$ cat src/rtl/pipe_ctrl_pkg.sv
`default_nettype none
// ============================================================================
//  Module      : pipe_pkg
//  Description : Shared types for the pipeline sequencer: FSM states and the
//                per-stage enable/flush bundle.
//  Revision    : 1.0  initial release
// ============================================================================
package pipe_pkg;

    localparam int REG_ADDR_W = 5;

    typedef enum logic [1:0] {
        RUN      = 2'd0,
        MEM_WAIT = 2'd1,
        ERR      = 2'd2
    } pipe_state_t;

    typedef struct packed {
        logic if_en;
        logic id_en;
        logic ex_en;
        logic mem_en;
        logic flush_ifid;
        logic flush_idex;
        logic flush_exmem;
    } stage_ctrl_t;

    localparam stage_ctrl_t c_CTRL_HOLD   = 7'b0000_000;
    localparam stage_ctrl_t c_CTRL_RUN    = 7'b1111_000;
    localparam stage_ctrl_t c_CTRL_BRANCH = 7'b1111_111;
    localparam stage_ctrl_t c_CTRL_BUBBLE = 7'b0011_010;

    // A load in EX whose result is needed by the instruction in ID.
    function automatic logic load_use_hazard(
        input logic                  ex_is_load,
        input logic [REG_ADDR_W-1:0] ex_rd,
        input logic [REG_ADDR_W-1:0] id_rs1,
        input logic [REG_ADDR_W-1:0] id_rs2,
        input logic                  id_use_rs1,
        input logic                  id_use_rs2
    );
        return ex_is_load && (ex_rd != '0) &&
               ((id_use_rs1 && (id_rs1 == ex_rd)) ||
                (id_use_rs2 && (id_rs2 == ex_rd)));
    endfunction

endpackage
`default_nettype wire

$ cat src/rtl/pipe_ctrl_if.sv
`default_nettype none
// ============================================================================
//  Module      : pipe_ctrl_if
//  Description : Hazard/handshake bundle between the core datapath (master)
//                and the pipeline sequencer (slave).
//  Revision    : 1.0  initial release
// ============================================================================
interface pipe_ctrl_if #(
    parameter int CNT_W = 16
);
    import pipe_pkg::*;

    logic                  PC_sel;
    logic                  mem_access;
    logic                  dmem_ready;
    logic                  ex_is_load;
    logic [REG_ADDR_W-1:0] ex_rd;
    logic [REG_ADDR_W-1:0] id_rs1;
    logic [REG_ADDR_W-1:0] id_rs2;
    logic                  id_use_rs1;
    logic                  id_use_rs2;

    logic                  if_en;
    logic                  id_en;
    logic                  ex_en;
    logic                  memRegEn;
    logic                  flush_ifid;
    logic                  flush_idex;
    logic                  flush_exmem;
    logic                  dmem_req;
    logic                  mem_err;
    logic [CNT_W-1:0]      stall_cnt;
    logic [CNT_W-1:0]      flush_cnt;

    modport master (
        output PC_sel, mem_access, dmem_ready, ex_is_load, ex_rd,
               id_rs1, id_rs2, id_use_rs1, id_use_rs2,
        input  if_en, id_en, ex_en, memRegEn, flush_ifid, flush_idex,
               flush_exmem, dmem_req, mem_err, stall_cnt, flush_cnt
    );

    modport slave (
        input  PC_sel, mem_access, dmem_ready, ex_is_load, ex_rd,
               id_rs1, id_rs2, id_use_rs1, id_use_rs2,
        output if_en, id_en, ex_en, memRegEn, flush_ifid, flush_idex,
               flush_exmem, dmem_req, mem_err, stall_cnt, flush_cnt
    );

endinterface
`default_nettype wire

$ cat src/rtl/pipe_ctrl_sat_counter.sv
`default_nettype none
// ============================================================================
//  Module      : sat_counter
//  Description : Synchronous-reset event counter that sticks at all-ones.
//  Revision    : 1.0  initial release
// ============================================================================
module sat_counter #(
    parameter int CNT_W = 16
) (
    input  wire logic             clk,
    input  wire logic             rst,
    input  wire logic             inc,
    output logic      [CNT_W-1:0] q
);

    logic [CNT_W-1:0] r_cnt;

    always_ff @(posedge clk) begin
        if (rst) begin
            r_cnt <= '0;
        end else if (inc && (r_cnt != '1)) begin
            r_cnt <= r_cnt + 1'b1;
        end
    end

    assign q = r_cnt;

endmodule
`default_nettype wire

$ cat src/rtl/pipe_ctrl.sv
`default_nettype none
// ============================================================================
//  Module      : pipe_ctrl
//  Description : 5-stage pipeline sequencer: load-use bubbles, branch flushes,
//                dmem wait-state freeze with timeout halt, event counters.
//  Revision    : 1.0  initial release
// ============================================================================
module pipe_ctrl
    import pipe_pkg::*;
#(
    parameter int N       = 32,
    parameter int TIMEOUT = 16,
    parameter int CNT_W   = 16
) (
    input  wire logic   clk,
    input  wire logic   rst,
    pipe_ctrl_if.slave  bus
);

    localparam int              c_WAIT_W   = $clog2(TIMEOUT) + 1;
    localparam [c_WAIT_W-1:0]   c_WAIT_MAX = c_WAIT_W'(TIMEOUT - 1);
    localparam [c_WAIT_W-1:0]   c_WAIT_ONE = c_WAIT_W'(1);

    generate
        if ((N < 1) || (TIMEOUT < 2)) begin : g_param_check
            $error("pipe_ctrl: N must be >= 1 and TIMEOUT >= 2");
        end
    endgenerate

    pipe_state_t         r_state;
    pipe_state_t         w_state_next;
    logic [c_WAIT_W-1:0] r_wait_cnt;
    logic [c_WAIT_W-1:0] w_wait_next;
    stage_ctrl_t         w_ctrl;
    logic                w_dmem_req;
    logic                w_stall_inc;
    logic                w_flush_inc;
    logic                w_hazard;

    assign w_hazard = load_use_hazard(bus.ex_is_load, bus.ex_rd, bus.id_rs1,
                                      bus.id_rs2, bus.id_use_rs1, bus.id_use_rs2);

    always_comb begin
        w_ctrl       = c_CTRL_HOLD;
        w_dmem_req   = 1'b0;
        w_stall_inc  = 1'b0;
        w_flush_inc  = 1'b0;
        w_state_next = r_state;
        w_wait_next  = r_wait_cnt;

        case (r_state)
            RUN: begin
                w_dmem_req = bus.mem_access;
                if (bus.mem_access && !bus.dmem_ready) begin
                    w_state_next = MEM_WAIT;
                    w_wait_next  = c_WAIT_ONE;
                    w_stall_inc  = 1'b1;
                end else if (bus.PC_sel) begin
                    // Squashing EX also kills any load causing a hazard.
                    w_ctrl      = c_CTRL_BRANCH;
                    w_flush_inc = 1'b1;
                end else if (w_hazard) begin
                    w_ctrl      = c_CTRL_BUBBLE;
                    w_stall_inc = 1'b1;
                end else begin
                    w_ctrl = c_CTRL_RUN;
                end
            end

            MEM_WAIT: begin
                w_dmem_req = 1'b1;
                if (bus.dmem_ready) begin
                    w_ctrl       = c_CTRL_RUN;
                    w_state_next = RUN;
                    w_wait_next  = '0;
                end else begin
                    w_stall_inc = 1'b1;
                    if (r_wait_cnt == c_WAIT_MAX) begin
                        w_state_next = ERR;
                    end else begin
                        w_wait_next = r_wait_cnt + 1'b1;
                    end
                end
            end

            ERR: begin
                w_state_next = ERR;
            end

            default: begin
                w_state_next = RUN;
                w_wait_next  = '0;
            end
        endcase

        if (rst) begin
            w_ctrl     = c_CTRL_HOLD;
            w_dmem_req = 1'b0;
        end
    end

    always_ff @(posedge clk) begin
        if (rst) begin
            r_state    <= RUN;
            r_wait_cnt <= '0;
        end else begin
            r_state    <= w_state_next;
            r_wait_cnt <= w_wait_next;
        end
    end

    sat_counter #(.CNT_W(CNT_W)) u_stall_cnt (
        .clk (clk),
        .rst (rst),
        .inc (w_stall_inc),
        .q   (bus.stall_cnt)
    );

    sat_counter #(.CNT_W(CNT_W)) u_flush_cnt (
        .clk (clk),
        .rst (rst),
        .inc (w_flush_inc),
        .q   (bus.flush_cnt)
    );

    assign bus.if_en       = w_ctrl.if_en;
    assign bus.id_en       = w_ctrl.id_en;
    assign bus.ex_en       = w_ctrl.ex_en;
    assign bus.memRegEn    = w_ctrl.mem_en;
    assign bus.flush_ifid  = w_ctrl.flush_ifid;
    assign bus.flush_idex  = w_ctrl.flush_idex;
    assign bus.flush_exmem = w_ctrl.flush_exmem;
    assign bus.dmem_req    = w_dmem_req;
    assign bus.mem_err     = (r_state == ERR);

endmodule
`default_nettype wire

$ cat src/flat_wrapper.sv
// flat-port wrapper written by rule: the top's interface ports become plain ports
module pipe_ctrl_flat import pipe_pkg::*;
#(
    parameter int N       = 32,
    parameter int TIMEOUT = 16,
    parameter int CNT_W   = 16
)
  (clk, rst, bus_PC_sel, bus_mem_access, bus_dmem_ready, bus_ex_is_load, bus_ex_rd, bus_id_rs1, bus_id_rs2, bus_id_use_rs1, bus_id_use_rs2, bus_if_en, bus_id_en, bus_ex_en, bus_memRegEn, bus_flush_ifid, bus_flush_idex, bus_flush_exmem, bus_dmem_req, bus_mem_err, bus_stall_cnt, bus_flush_cnt);
  pipe_ctrl_if #(.CNT_W(CNT_W)) bus_i ();
  input  wire logic clk;
  input  wire logic rst;
  input wire logic [$bits(bus_i.PC_sel)-1:0] bus_PC_sel;
  input wire logic [$bits(bus_i.mem_access)-1:0] bus_mem_access;
  input wire logic [$bits(bus_i.dmem_ready)-1:0] bus_dmem_ready;
  input wire logic [$bits(bus_i.ex_is_load)-1:0] bus_ex_is_load;
  input wire logic [$bits(bus_i.ex_rd)-1:0] bus_ex_rd;
  input wire logic [$bits(bus_i.id_rs1)-1:0] bus_id_rs1;
  input wire logic [$bits(bus_i.id_rs2)-1:0] bus_id_rs2;
  input wire logic [$bits(bus_i.id_use_rs1)-1:0] bus_id_use_rs1;
  input wire logic [$bits(bus_i.id_use_rs2)-1:0] bus_id_use_rs2;
  output wire logic [$bits(bus_i.if_en)-1:0] bus_if_en;
  output wire logic [$bits(bus_i.id_en)-1:0] bus_id_en;
  output wire logic [$bits(bus_i.ex_en)-1:0] bus_ex_en;
  output wire logic [$bits(bus_i.memRegEn)-1:0] bus_memRegEn;
  output wire logic [$bits(bus_i.flush_ifid)-1:0] bus_flush_ifid;
  output wire logic [$bits(bus_i.flush_idex)-1:0] bus_flush_idex;
  output wire logic [$bits(bus_i.flush_exmem)-1:0] bus_flush_exmem;
  output wire logic [$bits(bus_i.dmem_req)-1:0] bus_dmem_req;
  output wire logic [$bits(bus_i.mem_err)-1:0] bus_mem_err;
  output wire logic [$bits(bus_i.stall_cnt)-1:0] bus_stall_cnt;
  output wire logic [$bits(bus_i.flush_cnt)-1:0] bus_flush_cnt;
  assign bus_i.PC_sel = bus_PC_sel;
  assign bus_i.mem_access = bus_mem_access;
  assign bus_i.dmem_ready = bus_dmem_ready;
  assign bus_i.ex_is_load = bus_ex_is_load;
  assign bus_i.ex_rd = bus_ex_rd;
  assign bus_i.id_rs1 = bus_id_rs1;
  assign bus_i.id_rs2 = bus_id_rs2;
  assign bus_i.id_use_rs1 = bus_id_use_rs1;
  assign bus_i.id_use_rs2 = bus_id_use_rs2;
  assign bus_if_en = bus_i.if_en;
  assign bus_id_en = bus_i.id_en;
  assign bus_ex_en = bus_i.ex_en;
  assign bus_memRegEn = bus_i.memRegEn;
  assign bus_flush_ifid = bus_i.flush_ifid;
  assign bus_flush_idex = bus_i.flush_idex;
  assign bus_flush_exmem = bus_i.flush_exmem;
  assign bus_dmem_req = bus_i.dmem_req;
  assign bus_mem_err = bus_i.mem_err;
  assign bus_stall_cnt = bus_i.stall_cnt;
  assign bus_flush_cnt = bus_i.flush_cnt;
  pipe_ctrl #(.N(N), .TIMEOUT(TIMEOUT), .CNT_W(CNT_W)) u_core (.clk(clk), .rst(rst), .bus(bus_i));
endmodule
$ cat config.mk
export PLATFORM = sky130hd
export DESIGN_NAME = pipe_ctrl_flat
export DESIGN_NICKNAME = d
export VERILOG_FILES = /design/src/rtl/pipe_ctrl_pkg.sv /design/src/rtl/pipe_ctrl_if.sv /design/src/rtl/pipe_ctrl_sat_counter.sv /design/src/rtl/pipe_ctrl.sv /design/src/flat_wrapper.sv
export SDC_FILE = /design/constraint.sdc
export NUM_CORES = 1
export LEC_CHECK = 0
export CAP_MARGIN = 20
export CELL_PAD_IN_SITES_DETAIL_PLACEMENT = 0
export CELL_PAD_IN_SITES_GLOBAL_PLACEMENT = 1
export CORE_AREA = 10 10 90 92
export CTS_CLUSTER_DIAMETER = 200
export CTS_CLUSTER_SIZE = 40
export DETAILED_ROUTE_END_ITERATION = 12
export DIE_AREA = 0 0 100 102
export GPL_TIMING_DRIVEN = 1
export PLACE_DENSITY_LB_ADDON = 0.1
export SETUP_SLACK_MARGIN = 0.02
export SLEW_MARGIN = 10
export SYNTH_ARGS = -nofsm -noshare
export SYNTH_HDL_FRONTEND = slang
export SYNTH_HIERARCHICAL = 1
export SYNTH_SLANG_ARGS = --single-unit
$ cat constraint.sdc
create_clock -name clk -period 4.99 [get_ports clk]
set_clock_uncertainty 0.2 [all_clocks]
set_input_delay 0.998 -clock clk [delete_from_list [all_inputs] [get_ports clk]]
set_output_delay 0.998 -clock clk [all_outputs]
set_load 0.01 [all_outputs]
**Word-level counts from Yosys, hierarchy flattened**

Cells that the tools add are included.

- Reductions and logical operators: 13
- Bitwise logic cells: 1
- Mux-type cells: 24
- Equality and inequality tests: 10
- Add/sub/neg operators: 3

Operators by type and width:

| cell | count |
|---|---|
| 7-bit two-way mux | 5 |
| 16-bit by 1-bit adder with 16-bit output (second input constant) | 2 |
| 16-bit inequality test (second input constant) | 2 |
| 5-bit two-way mux | 3 |
| 5-bit one-hot mux with 3 select lines | 1 |
| 7-bit one-hot mux with 2 select lines | 1 |
| 5-bit equality test | 2 |
| 1-bit two-way mux | 8 |
| 1-bit logical AND | 7 |
| 2-bit two-way mux | 3 |
| 2-bit one-hot mux with 3 select lines | 1 |
| 5-bit by 1-bit adder with 5-bit output (second input constant) | 1 |
| 5-bit by 4-bit equality test with 1-bit output (second input constant) | 1 |
| 5-bit nonzero test | 1 |
| 1-bit one-hot mux with 2 select lines | 2 |
| 3-bit by 2-bit inequality test with 1-bit output (second input constant) | 1 |
| 3-bit inequality test (second input constant) | 1 |
| 3-bit AND reduction | 1 |
| 2-bit by 1-bit equality test with 1-bit output (second input constant) | 1 |
| 2-bit equality test (second input constant) | 1 |
| 2-bit zero test | 1 |
| 2-bit by 1-bit inequality test with 1-bit output (second input constant) | 1 |
| 2-bit AND reduction | 1 |
| 1-bit zero test | 1 |
| 2 further kinds | 2 |

- Register bits after elaboration: 39
- Word-level logic and storage cells: 55

**Longest topological paths before layout**

- Depth in word-level cells: 9
- Depth in mapped cells: 8
- Depth with buffers taken out: 8

**Modules after synthesis**

Netlist, hierarchy kept.

Modules (own cells, without submodules):

| module | area an instance (µm²) | times used | cells an instance |
|---|---|---|---|
| sat_counter | 848.3 | 2 | 99 |
| pipe_ctrl | 649.4 | 1 | 80 |

**Worst setup path before layout**

OpenSTA, ideal clock, no wires.

- Path kind: input port to output port
- Start: input port rst
- End: output port bus_if_en
- Data arrival time: 2,083 ps
- Cell stages on the path: 5
- Path slack: 1,709 ps
- Buffers on the path: 2
- Cell sequence: clkbuf_1 > a2111oi_2 > or2_2 > o21a_1 > buf_4

- Cells in the longest elaborated chain, start to end: 1

Ends and longest elaborated chain:

| element | RTL line | text |
|---|---|---|
| start: declaration | flat_wrapper.sv:11 | `input wire logic rst;` |
| 7-bit two-way mux | pipe_ctrl.sv:96 | `if (rst) begin` |
| end: declaration | flat_wrapper.sv:21 | `output wire logic [$bits(bus_i.if_en)-1:0] bus_if_en;` |

No other way between the ends.

**Final worst setup path**

- Start: input port bus_ex_rd[1]
- End: output port bus_id_en

- Cells in the longest elaborated chain, start to end: 9

Ends and longest elaborated chain:

| element | RTL line | text |
|---|---|---|
| start: declaration | flat_wrapper.sv:16 | `input wire logic [$bits(bus_i.ex_rd)-1:0] bus_ex_rd;` |
| 5-bit equality test, on equally long branches | pipe_ctrl_pkg.sv:43, pipe_ctrl_pkg.sv:44 |  |
| 1-bit logical AND, on equally long branches | pipe_ctrl_pkg.sv:43, pipe_ctrl_pkg.sv:44 |  |
| 1-bit logical OR | pipe_ctrl_pkg.sv:43 | `((id_use_rs1 && (id_rs1 == ex_rd)) \|\|` |
| 1-bit logical AND * | pipe_ctrl_pkg.sv:42 | `return ex_is_load && (ex_rd != '0) &&` |
| 7-bit two-way mux * | pipe_ctrl.sv:62 | `end else if (w_hazard) begin` |
| 7-bit two-way mux * | pipe_ctrl.sv:58 | `end else if (bus.PC_sel) begin` |
| 7-bit two-way mux * | pipe_ctrl.sv:54 | `if (bus.mem_access && !bus.dmem_ready) begin` |
| 7-bit one-hot mux with 2 select lines * | pipe_ctrl.sv:51 | `case (r_state)` |
| 7-bit two-way mux * | pipe_ctrl.sv:96 |  |
| end: declaration | flat_wrapper.sv:22 | `output wire logic [$bits(bus_i.id_en)-1:0] bus_id_en;` |

Every way passes the cells marked *; elsewhere a longest branch is shown, timed or not.

==> impl_metrics.csv <==
group,metric,value,unit
cells_and_area,area_growth,33.49,%
critical_path,crit_fanout,3,
cells_and_area,fin_util,49.89,%
critical_path,rrSetupSlack,2.02,ns
critical_path,crit_chain,"clkdlybuf4s50_1, or4_1, o21ai_1, or3_1, o21a_1, clkdlybuf4s50_1",
route,wl,6212,um
clock_tree,clk_latency,0.29,ns
clock_tree,cts.clk_slew.worst_paths,0.08,ns
route,drt_iter0_markers,78,
sta,slew_headroom,41.55,%
power,combPwrFrac,11.2,%
synthesis,ys.flop_type,"dfxtp_1",
clock_tree,cts-root-buf,"clkbuf_8",
clock_tree,ctsHoldBuffers,0,
power,peakVddDrop,0.1103,mV
floorplanning,start_util,37.37,%
cells_and_area,drive_gt1_share,7.122,%
critical_path,crit_arrival,3.03,ns
floorplanning,num_rows,29,
synthesis,synth_edf_count,0,
sta,max_freq,236.4,MHz
clock_tree,post_cts_resized,0,
grt,gr-total-overflow,0,
critical_path,worstSetupStartpointType,"input pin",
grt,track_usage,12.07,%
power,p_per_area,214.9,nW/um^2
clock_tree,htreeDepth,2,
placement,dpl.hpwl,4569,um
clock_tree,cts_tree,"yes",
cells_and_area,num-fill-cells,606,
sta,worstMarginPinSlew,0.8702,ns
critical_path,cp_top_family,"buffers and inverters",
critical_path,worstRegToRegCells,5,
grt,grt_antenna_before_repair,0,
synthesis,ys_types,51,
power,total_leakage_power,0.001020,uW
cells_and_area,final_common_cell,"clkdlybuf4s50_1",
synthesis,syn_inst,278,
placement,io_buffer_count,63,
hold_path,min_to,"u_core/r_wait_cnt[4]$_SDFFE_PP0P_",
power,switching_power,154.8,uW
cells_and_area,final_nets,363,
route,dr.pass1.iters,4,
floorplanning,core,6277,um^2
critical_path,worstSetupPathType,"in -> out",
critical_path,end_kind,"output pin",
hold_path,whs_path_depth,2,
synthesis,async_flop_share,0,%
sta,slew_viol_final,0,
critical_path,worst_path_most_repeated_cell,"clkdlybuf4s50_1",
critical_path,rr_endpoint,"u_core/u_stall_cnt/q[11]$_SDFFE_PP0P_",
route,wire_per_inst,15.00,um
clock_tree,cts_buffers,5,
synthesis,ys_seq_area_share,33.28,%
critical_path,reg2reg_from,"u_core/r_state[0]$_SDFFE_PP0P_",
floorplanning,fp.dieW,100,um
sta,tns,0,ns
sta,grt_setup_unrepaired,"false",
grt,grt_pass1_wl,10320,um
floorplanning,die-area,10200,um^2
floorplanning,io_pins,64,
synthesis,netlist_area,2346,um^2
synthesis,yosysWarningCount,6,
outcome,status,"finished clean",
clock_tree,cts_num_sinks,39,
cells_and_area,stdcell_count,414,
critical_path,required,3.79,ns
route,via_per_inst,5.514,
power,p_seq_share,47.5,%
synthesis,avgSynthCellArea,8.439,um^2
grt,grt_pass1_vias,2196,
power,swShare,23.01,%
route,ant_nets,0,
placement,gp_congestion,0.7660,
cells_and_area,final_cell_mix,"63 x clkdlybuf4s50_1, 39 x dfxtp_1, 23 x a21oi_1",
critical_path,critPathMaxStageDelay,0.56,ns
sta,period_share,84.76,%
sta,hold_violations,0,
clock_tree,post_cts_buffers,0,
sta,min_period,4.229,ns
power,power.internal,518.0,uW
sta,setup_viol,0,
clock_tree,cts_buffer_depth,2,
critical_path,worst-path-buf-inv,2,
hold_path,hold_path_class,"reg -> reg",
cells_and_area,insertedDiodeCount,0,
grt,grt_max_degree,40,
floorplanning,dieHeight,102,um
synthesis,ys_ff_latch,39,
route,vias,2283,
placement,place_inst,406,
route,drc_errors,0,
power,clkPwrFrac,41.4,%
critical_path,slowest_stage,"or4_1",
synthesis,synth_nets,305,
hold_path,worstHoldStart,"u_core/r_wait_cnt[4]$_SDFFE_PP0P_",
run,maxCapViolations,0,
## metal layers
| layer | track usage [%] | vias up | share of wire (%) |
|---|---|---|---|
| li1 | - | 1176 | - |
| met1 | 13.97 | 1063 | 44 |
| met2 | 20.51 | 37 | 48 |
| met3 | 4.386 | 7 | 6.6 |
| met4 | 3.478 | 0 | 0.82 |
| met5 | 0 | - | 0 |
## stage by stage
| step | setup WS [ns] | hold WS [ns] | total power [uW] | instance area (um^2) |
|---|---|---|---|---|
| floorplan | 1.709 | 0.2319 | 362.3 | 2346 |
| global placement | 0.8076 | 0.2423 | 402.7 | 3014 |
| detailed placement | 0.7618 | 0.2449 | 402.8 | 3014 |
| CTS | 0.7551 | 0.2563 | 684.6 | 3132 |
| global route | 0.6782 | 0.2869 | 700.8 | 3132 |
| finish | 0.7605 | 0.2532 | 672.9 | 3132 |
## tightest hold or removal path, cell delays in order (launching register included)
cell and delay [ns]:
dfxtp_1 0.31, nand2_1 0.05, a21oi_1 0.05
## kinds of logic (layout without fill, tap and decap cells)
family / count (synthesis) / in the layout / synth area share [%]
and+or+nand+nor: 129 / 129 / 34.83
muxes: 5 / 5 / 2.293
DFF: 39 / 39 / 33.28
xor gates and xnor gates: 15 / 15 / 5.600
adders and majority gates: 4 / 4 / 2.133
AOI/OAI and AO/OA: 63 / 63 / 17.23
buffers and inverters: 23 / 82 / 4.640
## area by class of cell
| class | instances | area, um^2 | share of cell area, % |
|---|---|---|---|
| repair buffers | 65 | 645.6 | 20.62 |
| flip-flops and latches | 39 | 780.7 | 24.93 |
| well taps | 77 | 96.34 | 3.076 |
| multi-input cells | 216 | 1458 | 46.54 |
| inverters | 9 | 33.78 | 1.079 |
| clock inverters | 2 | 35.03 | 1.119 |
| clock buffers | 6 | 82.58 | 2.637 |
## cell usage after synthesis (8+ instances only)
| master | count | area share (%) |
|---|---|---|
| nor3_1 | 10 | 2.1 |
| a21oi_1 | 23 | 4.9 |
| nand3_1 | 13 | 2.8 |
| nor2_1 | 19 | 3.0 |
| inv_1 | 9 | 1.4 |
| xor2_1 | 9 | 3.4 |
| o21ai_0 | 10 | 2.1 |
| o31ai_1 | 12 | 3.8 |
| nand2_1 | 16 | 2.6 |
| or3_1 | 8 | 2.1 |
| or4_1 | 16 | 5.1 |
| dfxtp_1 | 39 | 33 |
## registers in the layout (all words and copies together) (netlist names)
register	cells
u_core/u_stall_cnt/q	16
u_core/u_flush_cnt/q	16
u_core/r_wait_cnt	5
u_core/r_state	2
## how the worst max path moves through the flow
stage                            start             end  slack (ns)  depth (start not counted)
after global placement    bus_ex_rd[1]       bus_if_en        0.81                          6
final                     bus_ex_rd[1]       bus_id_en        0.76                          6
after floorplan                    rst       bus_if_en        1.71                          5
after global routing      bus_ex_rd[3]  bus_flush_idex        0.68                          6
after CTS                 bus_ex_rd[1]       bus_id_en        0.76                          6
after detailed placement  bus_ex_rd[1]       bus_id_en        0.76                          6
## power by group through the flow
stage	sequential, uW	clock (uW)	combinational, uW
floorplan	326	0	36.2
global route	320	297	83.2
finish	320	278	75.1
CTS	319	289	76.3
detailed placement	327	0	76.0
global placement	327	0	75.6
(Power assumes the default switching activity.)
==> edit 1: new RTL, config.mk and constraints unchanged <==
Re-encode `pipe_state_t` (3 states) as one-hot, 3 bits wide.
--- a/src/rtl/pipe_ctrl_pkg.sv
+++ b/src/rtl/pipe_ctrl_pkg.sv
@@ -9,10 +9,10 @@
 
     localparam int REG_ADDR_W = 5;
 
-    typedef enum logic [1:0] {
-        RUN      = 2'd0,
-        MEM_WAIT = 2'd1,
-        ERR      = 2'd2
+    typedef enum logic [2:0] {
+        RUN      = 3'b001,
+        MEM_WAIT = 3'b010,
+        ERR      = 3'b100
     } pipe_state_t;
 
     typedef struct packed {
Behaviour: no difference found for any inputs over 10 cycles, from zero or initial values and one cycle with rst high; not proved beyond that.
==> edit 1 against the original RTL <==
  * Cell area is essentially flat
  * Worst setup slack lost 0.15 ns
  * Area after synthesis grew 0.21%
  * Die area is the same
  * Sequential cell count grew 1
  * Routed wire length grew 1.5%
  * Total power grew 2.7%
  * First-iteration DRC count shrank 5.1%
==> edit 1: results (changes against the original RTL) <==
* Mux share of post-synthesis cell area at 1.809% (-0.48 points)
* Largest cells by area after synthesis: dfxtp_1 34%, a21oi_1 5.7%, or4_1 5.1%
* DP Worst Slack at 0.6076 ns (-0.1542 ns)
* Drt pass-1 iters at 5 (+1)
* Arrival time worst endpoint at 3.18 ns (+0.15 ns)
* Number of global-route vias before repair at 2178 (-0.82%)
* Max VDD drop at 119.7 uV (+8.5%)
* R2R cell count at 7 (+2)
* Critical path capture point: bus_if_en
* Worst hold slack at 0.2693 ns (+0.01616 ns)
* Fraction of the mapped netlist area in adder cells at 2.129% (-0.0045 points)
* Fill count at 638 (+5.3%)
* Vias per cell at 5.493 (-0.39%)
* Compound-gate portion of the synthesized area at 17.24% (about the same)
* Mapped Nets at 311 (+2.0%)
* Worst Hold Path Cells at 1 (-1)
* Layout cells sized above 1 at 5.831% (-1.3 points)
* Area after DPL at 3022 um^2 (+0.25%)
* Crit Reg-Reg Startpoint: u_core/r_state[1]
* Final cell count without fillers at 420 (+1.4%)
* Final WL at 6303 um (+1.5%)
* Largest net degree at the start of global routing at 33 (-18%)
* Overall routing resource usage at 12.45% (+0.38 points)
* GP Congestion at 0.7798 (+1.8%)
* Initial DRC Count at 74 (-5.1%)
* LEAKAGE at 1.029 nW (+0.81%)
* Dpl cells at 412 (+1.5%)
* Seq/Total Area, Yosys at 34.06% (+0.78 points)
* Post-synthesis xor/xnor area fraction at 5.216% (-0.38 points)
* Post-synth top cells: 40 x dfxtp_1, 27 x a21oi_1, 23 x nor2_1, 16 x nand2_1, 16 x or4_1
* Final Critical Period at 4.381 ns (+0.1514 ns)
* Global-route wire length before repair at 10710 um (+3.7%)
* Max stage delay cell, worst path: clkdlybuf4s50_1
* Yosys cell types at 46 (-9.8%)
* Final nets at 369 (+1.7%)
* Post-DP HPWL at 4725 um (+3.4%)
* Status: finished clean
* Max incr delay on CP at 0.59 ns (+0.03 ns)
* Flop2flop setup slack at 2.29 ns (+0.27 ns)
* Endpoint, Worst Hold: u_core/r_wait_cnt[3]
* Min-delay src: u_core/r_wait_cnt[3]
* Mapped Cells at 284 (+2.2%)
-- edit 1: changes by cell type after synthesis, moves of 2 or more --
cell and change:
nor2_1 +4, a21oi_1 +4, nand2b_1 +3, a211oi_1 +3, nor3_1 +2, o21ai_1 -2, nor2b_1 -2
-- edit 1: cells by family (layout without fill, tap and decap cells) --
| logic type | after synthesis | count (layout) |
|---|---|---|
| fa+ha+maj | 4 | 4 |
| compound gates | 65 | 65 |
| xor+xnor | 14 | 14 |
| buf+inv | 22 | 81 |
| flops | 40 | 40 |
| simple gates | 135 | 135 |
| mux | 4 | 4 |
-- edit 1: layout make-up --
| type | instances | area (um^2) | share of cell area [%] |
|---|---|---|---|
| Clock buffer | 5 | 68.82 | 2.196 |
| Clock inverter | 3 | 42.54 | 1.358 |
| Inverter | 9 | 33.78 | 1.078 |
| Multi-Input combinational cell | 222 | 1453 | 46.37 |
| Sequential cell | 40 | 800.8 | 25.56 |
| Tap cell | 77 | 96.34 | 3.075 |
| Timing Repair Buffer | 64 | 638.1 | 20.37 |
-- edit 1: routing by layer --
layer / part of all wire, % / global-route usage [%] / vias to the layer above
met2: 48 / 20.41 / 45
met5: 0 / 0 / -
met4: 0.60 / 4.239 / 0
li1: - / - / 1187
met3: 6.8 / 4.453 / 2
met1: 45 / 14.81 / 1073
-- edit 1: report_power, final --
group	total [W]	switching, W	internal, W
clock network	0.000271	0.000123	0.000148
logic	0.0000890	0.0000417	0.0000472
registers	0.000331	0.00000681	0.000324
-- edit 1: worst register-to-register path: stages, from the launching register on --
cell	delay, ns
dfxtp_1	0.35
inv_1	0.12
nand3b_1	0.13
or4_1	0.54
nand3_1	0.24
nand2_1	0.29
nor4bb_1	0.37
mux2_2	0.37
==> edit 2: new RTL, same settings <==
Made on the original files. The package constant `REG_ADDR_W` goes from 5 to 7.
--- a/src/rtl/pipe_ctrl_pkg.sv
+++ b/src/rtl/pipe_ctrl_pkg.sv
@@ -7,7 +7,7 @@
 // ============================================================================
 package pipe_pkg;
 
-    localparam int REG_ADDR_W = 5;
+    localparam int REG_ADDR_W = 7;
 
     typedef enum logic [1:0] {
         RUN      = 2'd0,
Ports: changed (resized bus_ex_rd, bus_id_rs1 and bus_id_rs2); port bits go from 64 to 70. No check against the original RTL was run, so the function may have changed too.
==> edit 2 against the original RTL <==
  * Total power about the same
  * Final cell count increased by 4.1%
  * Largest cell class unchanged
  * Worst setup slack got worse by 0.17 ns
  * Sequential power about the same
  * Area after synthesis about the same
  * Critical endpoint is now bus_if_en
  * Cell area increased by 2.3%
  * Via count increased by 0.74%
  * Register-to-register slack improved by 0.42 ns
  * Routed wire length increased by 3.8%
  * Sequential cell count unchanged
  * Maximum frequency decreased by 3.9%
==> edit 2: results (changes against the original RTL) <==
* Initial DRC Count at 60 (-23%)
* Worst hold slack at 0.3212 ns (+0.06802 ns)
* Mapped Cells at 287 (+3.2%)
* Routed met1 length at 2968 um (+8.2%)
* Arrival time worst endpoint at 3.20 ns (+0.17 ns)
* Largest net degree at the start of global routing at 25 (-38%)
* CTS buffer count at 5 (unchanged)
* R2R cell count at 6 (+1)
* IO Port Bufs at 69 (+9.5%)
* Overall routing resource usage at 12.55% (+0.48 points)
* R2R Path End: u_core/u_flush_cnt/q[11]
* Crit Reg-Reg Startpoint: u_core/r_state[0]
* Met2 wire length at 2967 um (-1.4%)
* Endpoint, Worst Hold: u_core/r_wait_cnt[3]
* Post-synth top cells: 39 x dfxtp_1, 29 x nor2_1, 20 x a21oi_1, 20 x nand2_1, 15 x or4_1
* Final nets at 386 (+6.3%)
* # diodes at 0 (unchanged)
* Max VDD drop at 122.3 uV (+11%)
* Post-synth ARST share at 0% (unchanged)
* Routed wl met3 at 483 um (+19%)
* Mapped Nets at 320 (+4.9%)
* Met3 Track Usage GR at 4.926% (+0.54 points)
* Largest cells by area after synthesis: dfxtp_1 33%, or4_1 4.8%, nor2_1 4.6%
* Area after DPL at 3092 um^2 (+2.6%)
* Vias per cell at 5.336 (-3.2%)
* Global-route wire length before repair at 10780 um (+4.5%)
* GP Congestion at 0.7939 (+3.6%)
* Slew margin rel. at 45.19% (+3.6 points)
* Met1 Track Usage GR at 14.89% (+0.92 points)
* WL/cell at 14.97 um (-0.26%)
* Flop2flop setup slack at 2.44 ns (+0.42 ns)
* Layout cells sized above 1 at 5.932% (-1.2 points)
* Post-DP HPWL at 4864 um (+6.5%)
* Dpl cells at 423 (+4.2%)
* LEAKAGE at 1.074 nW (+5.2%)
* Post-CTS Setup Bufs at 0 (unchanged)
* Yosys cell types at 42 (-18%)
* Min-delay src: u_core/r_wait_cnt[3]
* Final worst-path setup slack at 0.5910 ns (-0.1695 ns)
* Fin. max-slew vios at 0 (unchanged)
* Worst Hold Path Cells at 2 (unchanged)
* DP Worst Slack at 0.5558 ns (-0.2060 ns)
* Final cell count without fillers at 431 (+4.1%)
* GR Layer Usage met2 at 20.76% (+0.25 points)
* Status: finished clean
* Seq/Total Area, Yosys at 33.30% (about the same)
* Syn. warnings at 6 (unchanged)
* Number of global-route vias before repair at 2179 (-0.77%)
==> edit 2: cell type report <==
| type | instances | area, um^2 |
|---|---|---|
| Tap cell | 77 | 96.34 |
| Sequential cell | 39 | 780.7 |
| Multi-Input combinational cell | 223 | 1456 |
| Timing Repair Buffer | 72 | 713.2 |
| Clock inverter | 3 | 43.79 |
| Clock buffer | 5 | 68.82 |
| Fill cell | 611 | 3073 |
| Inverter | 12 | 45.04 |
==> edit 2: worst max path at each step <==
stage / end / from
5_1_grt: bus_flush_idex / bus_ex_rd[1]
4_1_cts: bus_flush_idex / bus_ex_rd[1]
2_1_floorplan: bus_if_en / bus_ex_rd[3]
6_report: bus_if_en / bus_ex_rd[4]
3_3_place_gp: bus_flush_idex / bus_ex_rd[1]
3_5_place_dp: bus_flush_idex / bus_ex_rd[1]
==> edit 2: report_power, final <==
group          total [W]  internal (W)  switching [W]
logic          0.0000840     0.0000470      0.0000369
registers       0.000319      0.000314     0.00000473
clock network   0.000270      0.000149       0.000121
==> edit 2: cells by family (layout without fill, tap and decap cells) <==
group,count (synthesis),count (layout),synth area share (%)
xor+xnor,20,20,7.471
simple gates,135,135,34.15
fa+ha+maj,4,4,2.135
mux,4,4,1.814
flops,39,39,33.30
buf+inv,25,92,4.589
compound gates,60,60,16.54
==> edit 2: critical path, cell delays in order <==
cell	delay, ns
clkdlybuf4s50_1	0.48
or4_1	0.55
o41ai_2	0.34
or3_1	0.17
o21a_1	0.12
clkdlybuf4s50_1	0.54
